[src/rtl/alu_arb_ctrl.sv]
// alu_arb_ctrl: round-robin arbiter sharing one serial-opcode ALU among
// NUM_REQ requesters. Each grant drives a two-cycle opcode/data load, waits
// for alu_done (or times out and pulses the ALU reset), then returns the
// captured result to the owning requester. All outputs are registered.
// Optional: define ALU_ARB_CTRL_STATS_EN to add stat_ops / stat_timeouts.
module alu_arb_ctrl #(
    parameter int unsigned DATA_WIDTH = 8,
    parameter int unsigned NUM_REQ    = 4,
    parameter int unsigned TIMEOUT    = 8
) (
    input  logic                          clk,
    input  logic                          reset,
    input  logic [NUM_REQ-1:0]            req,
    input  logic [2*NUM_REQ-1:0]          req_opcode,
    input  logic [NUM_REQ*DATA_WIDTH-1:0] req_a,
    input  logic [NUM_REQ*DATA_WIDTH-1:0] req_b,
    output logic [NUM_REQ-1:0]            gnt,
    output logic [NUM_REQ-1:0]            resp_valid,
    output logic [DATA_WIDTH-1:0]         resp_result,
    output logic                          resp_overflow,
    output logic                          resp_error,
    output logic                          alu_reset_n,
    output logic                          alu_opcode_valid,
    output logic                          alu_opcode,
    output logic [DATA_WIDTH-1:0]         alu_data,
    input  logic [DATA_WIDTH-1:0]         alu_result,
    input  logic                          alu_overflow,
    input  logic                          alu_done
`ifdef ALU_ARB_CTRL_STATS_EN
    ,
    output logic [15:0]                   stat_ops,
    output logic [7:0]                    stat_timeouts
`endif
);

    localparam int unsigned IDXW = (NUM_REQ > 1) ? $clog2(NUM_REQ) : 1;
    localparam int unsigned CNTW = (TIMEOUT > 1) ? $clog2(TIMEOUT) : 1;

    typedef enum logic [2:0] {
        S_IDLE, S_OP1, S_OP2, S_WAIT, S_RECOVER, S_RESP
    } state_t;

    state_t                r_state, w_state_nxt;
    logic [IDXW-1:0]       r_ptr;       // last winner; doubles as owner of the op in flight
    logic                  r_op_hi;     // opcode[0] and A are consumed at the IDLE edge,
    logic [DATA_WIDTH-1:0] r_b;         // so only opcode[1] and B need latching
    logic [CNTW-1:0]       r_cnt;

    logic [IDXW-1:0]       w_win_idx, w_cand;
    logic                  w_win_found;
    logic [1:0]            w_op_arr [NUM_REQ];
    logic [DATA_WIDTH-1:0] w_a_arr  [NUM_REQ];
    logic [DATA_WIDTH-1:0] w_b_arr  [NUM_REQ];

    logic [NUM_REQ-1:0]    r_gnt, r_rv, w_gnt_nxt, w_rv_nxt;
    logic [DATA_WIDTH-1:0] r_res, r_data, w_res_nxt, w_data_nxt;
    logic                  r_ovf, r_err, r_rstn, r_ovalid, r_op;
    logic                  w_ovf_nxt, w_err_nxt, w_rstn_nxt, w_ovalid_nxt, w_op_nxt;

    for (genvar g = 0; g < NUM_REQ; g++) begin : g_unpack
        assign w_op_arr[g] = req_opcode[2*g +: 2];
        assign w_a_arr[g]  = req_a[g*DATA_WIDTH +: DATA_WIDTH];
        assign w_b_arr[g]  = req_b[g*DATA_WIDTH +: DATA_WIDTH];
    end

    // Round-robin search: first set req bit starting at pointer+1, wrapping
    always_comb begin
        w_win_idx   = r_ptr;
        w_win_found = 1'b0;
        w_cand      = '0;
        for (int unsigned i = 1; i <= NUM_REQ; i++) begin
            w_cand = IDXW'((32'(r_ptr) + i) % NUM_REQ);
            if (!w_win_found && req[w_cand]) begin
                w_win_idx   = w_cand;
                w_win_found = 1'b1;
            end
        end
    end

    // State register
    always_ff @(posedge clk or posedge reset) begin
        if (reset) r_state <= S_IDLE;
        else       r_state <= w_state_nxt;
    end

    // Next-state logic; alu_done takes precedence over the timeout
    always_comb begin
        w_state_nxt = r_state;
        case (r_state)
            S_IDLE:    if (w_win_found) w_state_nxt = S_OP1;
            S_OP1:     w_state_nxt = S_OP2;
            S_OP2:     w_state_nxt = S_WAIT;
            S_WAIT: begin
                if (alu_done)                          w_state_nxt = S_RESP;
                else if (r_cnt == CNTW'(TIMEOUT - 1))  w_state_nxt = S_RECOVER;
            end
            S_RECOVER: w_state_nxt = S_RESP;
            S_RESP:    w_state_nxt = S_IDLE;
            default:   w_state_nxt = S_IDLE;
        endcase
    end

    // Request commit at the IDLE edge and WAIT-cycle counter
    always_ff @(posedge clk or posedge reset) begin
        if (reset) begin
            r_ptr   <= IDXW'(NUM_REQ - 1);
            r_op_hi <= 1'b0;
            r_b     <= '0;
            r_cnt   <= '0;
        end else begin
            if (r_state == S_IDLE && w_win_found) begin
                r_ptr   <= w_win_idx;
                r_op_hi <= w_op_arr[w_win_idx][1];
                r_b     <= w_b_arr[w_win_idx];
            end
            if (r_state == S_OP2)
                r_cnt <= '0;
            else if (r_state == S_WAIT && !alu_done)
                r_cnt <= r_cnt + 1'b1;
        end
    end

    // Output decode from the next state so every output lands in a register
    always_comb begin
        w_gnt_nxt    = '0;
        w_rv_nxt     = '0;
        w_res_nxt    = r_res;
        w_ovf_nxt    = r_ovf;
        w_err_nxt    = 1'b0;
        w_rstn_nxt   = 1'b1;
        w_ovalid_nxt = 1'b0;
        w_op_nxt     = 1'b0;
        w_data_nxt   = '0;
        case (w_state_nxt)
            S_OP1: begin
                w_gnt_nxt[w_win_idx] = 1'b1;
                w_ovalid_nxt         = 1'b1;
                w_op_nxt             = w_op_arr[w_win_idx][0];
                w_data_nxt           = w_a_arr[w_win_idx];
            end
            S_OP2: begin
                w_ovalid_nxt = 1'b1;
                w_op_nxt     = r_op_hi;
                w_data_nxt   = r_b;
            end
            S_RECOVER: w_rstn_nxt = 1'b0;
            S_RESP: begin
                w_rv_nxt[r_ptr] = 1'b1;
                if (r_state == S_RECOVER) begin
                    w_res_nxt = '0;
                    w_ovf_nxt = 1'b0;
                    w_err_nxt = 1'b1;
                end else begin
                    w_res_nxt = alu_result;
                    w_ovf_nxt = alu_overflow;
                end
            end
            default: ;
        endcase
    end

    // Output registers
    always_ff @(posedge clk or posedge reset) begin
        if (reset) begin
            r_gnt    <= '0;
            r_rv     <= '0;
            r_res    <= '0;
            r_ovf    <= 1'b0;
            r_err    <= 1'b0;
            r_rstn   <= 1'b0;
            r_ovalid <= 1'b0;
            r_op     <= 1'b0;
            r_data   <= '0;
        end else begin
            r_gnt    <= w_gnt_nxt;
            r_rv     <= w_rv_nxt;
            r_res    <= w_res_nxt;
            r_ovf    <= w_ovf_nxt;
            r_err    <= w_err_nxt;
            r_rstn   <= w_rstn_nxt;
            r_ovalid <= w_ovalid_nxt;
            r_op     <= w_op_nxt;
            r_data   <= w_data_nxt;
        end
    end

    assign gnt              = r_gnt;
    assign resp_valid       = r_rv;
    assign resp_result      = r_res;
    assign resp_overflow    = r_ovf;
    assign resp_error       = r_err;
    assign alu_reset_n      = r_rstn;
    assign alu_opcode_valid = r_ovalid;
    assign alu_opcode       = r_op;
    assign alu_data         = r_data;

`ifdef ALU_ARB_CTRL_STATS_EN
    logic [15:0] r_stat_ops;
    logic [7:0]  r_stat_timeouts;

    // Saturating counters of good responses and timeouts
    always_ff @(posedge clk or posedge reset) begin
        if (reset) begin
            r_stat_ops      <= '0;
            r_stat_timeouts <= '0;
        end else begin
            if (r_state == S_RESP && !r_err && r_stat_ops != '1)
                r_stat_ops <= r_stat_ops + 1'b1;
            if (r_state == S_RECOVER && r_stat_timeouts != '1)
                r_stat_timeouts <= r_stat_timeouts + 1'b1;
        end
    end

    assign stat_ops      = r_stat_ops;
    assign stat_timeouts = r_stat_timeouts;
`endif

endmodule

[config.mk]
export PLATFORM = sky130hd
export DESIGN_NAME = alu_arb_ctrl
export DESIGN_NICKNAME = d
export VERILOG_FILES = /design/src/rtl/alu_arb_ctrl.sv
export SDC_FILE = /design/constraint.sdc
export NUM_CORES = 1
export LEC_CHECK = 0
export ABC_AREA = 1
export BUFFER_PORTS_ARGS = -buffer_cell sky130_fd_sc_hd__buf_4
export CELL_PAD_IN_SITES_DETAIL_PLACEMENT = 1
export CELL_PAD_IN_SITES_GLOBAL_PLACEMENT = 1
export CORE_ASPECT_RATIO = 0.6
export CORE_MARGIN = 1.5
export CORE_UTILIZATION = 33
export CTS_CLUSTER_DIAMETER = 200
export DETAILED_ROUTE_END_ITERATION = 7
export HOLD_SLACK_MARGIN = 0.06
export PLACE_DENSITY_LB_ADDON = 0.1
export SETUP_SLACK_MARGIN = 0.3
export SYNTH_ARGS = -nofsm -noshare
export SYNTH_HDL_FRONTEND = slang
export SYNTH_SLANG_ARGS = --single-unit
[constraint.sdc]
create_clock -name clk -period 2.3 [get_ports clk]
set_input_delay 0.115 -clock clk [delete_from_list [all_inputs] [get_ports clk]]
set_output_delay 0.115 -clock clk [all_outputs]
set_load 0.1 [all_outputs]
==> results.toml, run 1 <==
[outcome]
outcome = "finished, final reports clean"

[timing]
finClkSkew_ns = 0.00648
hold_viol_final = 0
report.final.slew_viol_count = 0
rsz0062_at_grt = "yes"
fmax_mhz = 482
timing.hold.ws_ns = 0.0891
relSlewSlack_pct = 59.8
finalWorstPathRequiredPeriod_ns = 2.08
setup-violations-final = 0
finalSetupTns_ns = 0
post-route-period-util_pct = 90.3
worst_pin_slew_ns = 0.597

[final_layout]
stdcell_count = 605
drive_gt1_share_pct = 38.8
nets = 590
n_antenna_cell = 0
syn2layout_area_growth_pct = 49.9
final_util_pct = 51.8

[yosys]
syn_nets = 462
synth.area.mux_share_pct = 0.362
synth-simple-area-share_pct = 43.7
async_flop_share_pct = 100
synth_edf_count = 0
yosys-top-cells-count = "nand2_1 (141), nand3_1 (78), dfrtp_1 (44)"
synth_top_family_by_area = "simple AND/OR/NAND/NOR gates"
synth_fa_ha_area_share_pct = 2.71
ys_ff_latch = 46
synth-xor-area-share_pct = 0
netlist_area_um2 = 2770
syn_area_per_cell_um2 = 7.51
synth.most_common_cell = "nand2_1"
synth_top_area_share_pct = 39.8
synth-main-ff-cell = "dfrtp_1"
synth_compound_area_share_pct = 3.71
yosysTopAreaCell = "dfrtp_1"
synth_seq_area_share_pct = 41.7
synth_cells = 368
synth_warnings = 0
yosysUniqueCellTypes = 28
ys_top_cells_by_area = "dfrtp_1 (40%), nand2_1 (19%), nand3_1 (14%)"

[min_path]
min_path_type = "in -> reg"

[placed_design]
io_buffers = 116
hpwl_mm = 6.83
placed_cells = 589
place_congestion = 0.815

[run]
maxCapViolations = 0

[grt]
grt_max_degree = 28
grt_usage_pct = 21.6
gr-usage-met3_pct = 3.88
overflow = 0
grt_pass1_wl_mm = 15.0
grtUsageMet1_pct = 32.5
use_met2_pct = 33.0
grt-busiest-layer = "met2"
grt_pass1_vias = 2878
antenna_found_initial = 0

[routing]
vias = 2901
ant_nets = 0
wl_per_cell_um = 15.6
finalWirelength_mm = 9.43
route.detailed.drc = 0
viasPerCell = 4.80
drt_first_pass_iters = 4
drt-initial-drc-count = 152

[critical_path]
arrival_ns = 2.29
path_max_fanout = 8
worst_ep_required_time_ns = 2.52
cp-start-kind = "flip-flop"
critPathCaptureType = "flip-flop"
path_class = "reg -> reg"

[floorplanning]
fp.dieW_um = 121
start_util_pct = 34.5
num_rows = 25
ios = 117
core_area_um2 = 8010
die_y_um = 73.9
dieArea_um2 = 8960

[clock_tree]
cts.sinks = 46
insertion_delay_ns = 0.28
numCtsBuffers = 5
cts_tree = "yes"
cts_buffer_depth = 2
root_buffer = "clkbuf_16"
path_clk_slew_ns = 0.06
h-tree-depth = 2
## critical path, cell delays in order, from the launching register on
cell and delay, ns:
dfstp_2 0.59, inv_6 0.06, ha_4 0.28, inv_2 0.04, nand2_2 0.07, nand2_2 0.06, inv_4 0.10, nand3_1 0.09
nand2_2 0.13, nand2_8 0.11, buf_6 0.17, nand3_1 0.11, nand3_1 0.11, nand2_1 0.09
## sequential cells by signal, indices dropped and copies added, names as in the netlist
register          cells
resp_error            1
r_op_hi               1
alu_data              8
r_b                   8
resp_valid            4
alu_reset_n           1
resp_overflow         1
alu_opcode            1
alu_opcode_valid      1
r_ptr                 2
gnt                   4
r_state               3
resp_result           8
r_cnt                 3
## metrics by stage
stage,setup slack (ns),cell area (um2)
after global placement,0.180,3750
after global routing,0.124,4150
final,0.224,4150
after floorplan,0.308,2780
after CTS,0.265,4030
after detailed placement,0.0542,3750
## logic make-up (layout without fill, tap and decap cells)
family	after synthesis	after routing
muxes	1	1
and+or+nand+nor	259	260
AOI/OAI and AO/OA	19	19
adders and majority gates	6	6
DFF	46	46
buffers and inverters	37	165
## path summary, 6_finish.rpt
| kind | start | to | slack [ns] | depth (start not counted) |
|---|---|---|---|---|
| worst max-delay path | r_ptr[0] | r_b[0] | 0.22 | 13 |
| max in group asynchronous | reset | r_ptr[0] | 1.21 | 4 |
| worst min register to register | r_cnt[0] | r_cnt[0] | 0.49 | 1 |
| worst max register to register | r_ptr[0] | r_b[0] | 0.22 | 13 |
| min in group asynchronous | reset | alu_data[7] | 0.45 | 3 |
| worst min-delay path | alu_result[4] | resp_result[4] | 0.09 | 3 |
## what timing repair did
item	4_1_cts	5_1_grt
endpoints found under the setup margin	24	37
pin swaps	5	8
resized for setup	19	27
hold buffers	1	0
setup buffers	5	0
hold endpoints to repair	25	0
gates cloned	2	0
## layout make-up
type	instances	area, um2
multi-input cells	286	1540
repair buffers	134	1060
fillers	1012	3860
flip-flops and latches	46	1150
well taps	108	135
inverters	22	100
clock buffers	8	146
repair inverters	1	8.76
## per-layer routing
layer	vias up	wire length, um
met5	-	0
met3	7	719
met2	102	4150
met1	1353	4500
met4	0	63
li1	1439	-
## layout by cell type, fill, tap and decap left out
cell type,instances
a21boi_0,1
o21ai_1,11
nand4_1,1
buf_4,127
clkbuf_16,5
inv_4,2
dlygate4sd3_1,1
nand2_8,4
nor2_1,13
nand2_1,138
dfstp_2,2
buf_6,2
nor2_4,2
inv_6,2
a211oi_1,1
ha_4,1
nand2_4,5
inv_1,13
buf_8,1
inv_2,5
a21oi_1,2
dfrtp_1,44
mux2i_1,1
nor2_8,1
buf_12,3
nand3_2,13
clkbuf_8,1
nor2_2,3
ha_1,5
nand3_1,67
o21ai_0,3
o21a_1,1
nand2_2,11
clkbuf_1,2
nand3_4,2
inv_8,1
Power of run 1 is not shown: default switching activity piles up to over one toggle a cycle in this logic, so the estimate is an artifact.
==> inputs of run 2 (changes only) <==
- CTS_CLUSTER_DIAMETER: 200 -> 100
- clock period: 2.3 -> 2 ns (I/O delays scaled with it)
==> results.toml, run 2 (synthesized netlist as in run 1, its figures left out) <==
[critical_path]
critPathCaptureType = "flip-flop"
r2r_cells = 14
arrival_ns = 2.36
worst_ep_required_time_ns = 2.16
r2r_end = "alu_data[4]"
r2r_start = "r_ptr[0]"
rrSetupSlack_ns = -0.20
path_max_fanout = 5
cp-start-kind = "flip-flop"
path_class = "reg -> reg"
path_cells = "inv_8 -> ha_4 -> inv_2 -> nand2_2 -> nand2_2 -> clkinv_4 -> nand2_8 -> nand2_8 -> buf_12 -> nand2_4 -> nand2_1 -> nand2_1 -> nand2_1 -> nand3_1"
cp_common_cell = "nand2_1"
cpPeakStageDelay_ns = 0.63
cpMaxStageDelayCell = "dfstp_2"

[final_layout]
syn2layout_area_growth_pct = 83.4
mostFrequentLayoutCell = "buf_4"
final_cell_mix = "buf_4 (135), nand2_1 (101), nand3_1 (49)"
drive_gt1_share_pct = 56.7
nets = 620
n_antenna_cell = 0

[timing]
finClkSkew_ns = 0.00544
hold_viol_final = 0
timing.final.ws_setup_ns = -0.197
rsz0062_at_grt = "yes"
worst_pin_slew_ns = 0.590
timing.hold.ws_ns = 0.0782
fmax_mhz = 455
report.final.slew_viol_count = 0
setup-violations-final = 29
finalWorstPathRequiredPeriod_ns = 2.20
relSlewSlack_pct = 60.5
post-route-period-util_pct = 110

[floorplanning]
dieArea_um2 = 8960
num_rows = 25
core_area_um2 = 8010
ios = 117
start_util_pct = 34.5
fp.dieW_um = 121
die_y_um = 73.9

[grt]
overflow = 0
grt_usage_pct = 26.2
use_met2_pct = 42.4
gr-usage-met3_pct = 5.67
grt_pass1_vias = 3272
grtUsageMet1_pct = 36.5
grt-busiest-layer = "met2"
grt_max_degree = 22
antenna_found_initial = 0
grt_pass1_wl_mm = 17.7

[outcome]
outcome = "finished with violations"
violations = "negative setup slack"

[run]
maxCapViolations = 0

[placed_design]
hpwl_mm = 7.02
place_congestion = 0.821
preCtsSetupSlack_ns = -0.0744
io_buffers = 116

[clock_tree]
h-tree-depth = 2
insertion_delay_ns = 0.29
root_buffer = "clkbuf_16"
path_clk_slew_ns = 0.07
numCtsBuffers = 5
cts_tree = "yes"
cts.sinks = 46
cts_buffer_depth = 2

[routing]
viasPerCell = 5.25
ant_nets = 0
drt_first_pass_iters = 4
route.detailed.drc = 0
wl_per_cell_um = 21.2
finalWirelength_mm = 13.4
drt-initial-drc-count = 189
vias = 3335

[min_path]
hold_start = "alu_result[3]"
hold_end = "resp_result[3]"
min_path_type = "in -> reg"
worstHoldPathCells = 3
## run 2: changes by cell type in the layout (fill, tap and decap cells not counted), moves of 7 or more
cell | previous run | this run
buf_12 | 3 | 12
buf_4 | 127 | 135
nand2_1 | 138 | 101
nand2_2 | 11 | 32
nand2_4 | 5 | 16
nand2_8 | 4 | 12
nand3_1 | 67 | 49
nand3_2 | 13 | 27
nor2_4 | 2 | 9
o21ai_1 | 11 | 1
o21ai_2 | 0 | 11
## run 2: worst max path at each step
stage	start	cells past startpoint	endpoint
3_3_place_gp	r_ptr[0]	12	r_b[5]
5_1_grt	r_ptr[0]	14	alu_data[4]
4_1_cts	r_ptr[0]	13	r_b[3]
6_report	r_ptr[0]	14	alu_data[4]
3_5_place_dp	r_ptr[0]	13	alu_data[1]
2_1_floorplan	r_ptr[0]	15	alu_data[0]
## run 2: metal layers
layer  share of wire (%)  up-vias
li1                    -     1509
met1                  42     1650
met2                  48      149
met3                 7.2       27
met4                 2.5        0
met5                   0        -
## run 2: area by class of cell
cell class / instances / area (um2)
Fill cell: 906 / 2940
Multi-Input combinational cell: 290 / 2050
Timing Repair Buffer: 161 / 1490
Sequential cell: 46 / 1150
Tap cell: 108 / 135
Clock buffer: 6 / 129
Inverter: 22 / 105
Clock inverter: 2 / 13.8
## run 2: critical path: cells and delay by family (launching register included)
kind,cells,cell delay [ns]
flops,1,0.63
simple gates,9,0.76
buf+inv,4,0.37
fa+ha+maj,1,0.29
## run 2: repair_timing
action	4_1_cts	5_1_grt
cloned	8	2
setup endpoints to repair	37	42
resized for setup	90	61
pin swaps	26	27
setup buffers	17	5
hold endpoints to repair	16	0
hold buffers	1	0
## run 2: metrics by stage
step	setup TNS (ns)	util, %	std cells	area (um2)
finish	-3.13	63.3	635	5070
global placement	0	48.5	594	3890
global route	-5.22	63.3	635	5070
detailed placement	-0.550	48.5	594	3890
CTS	-0.169	58.9	628	4720
floorplan	0	-	368	2830
Power of run 2 is left out for the same reason.
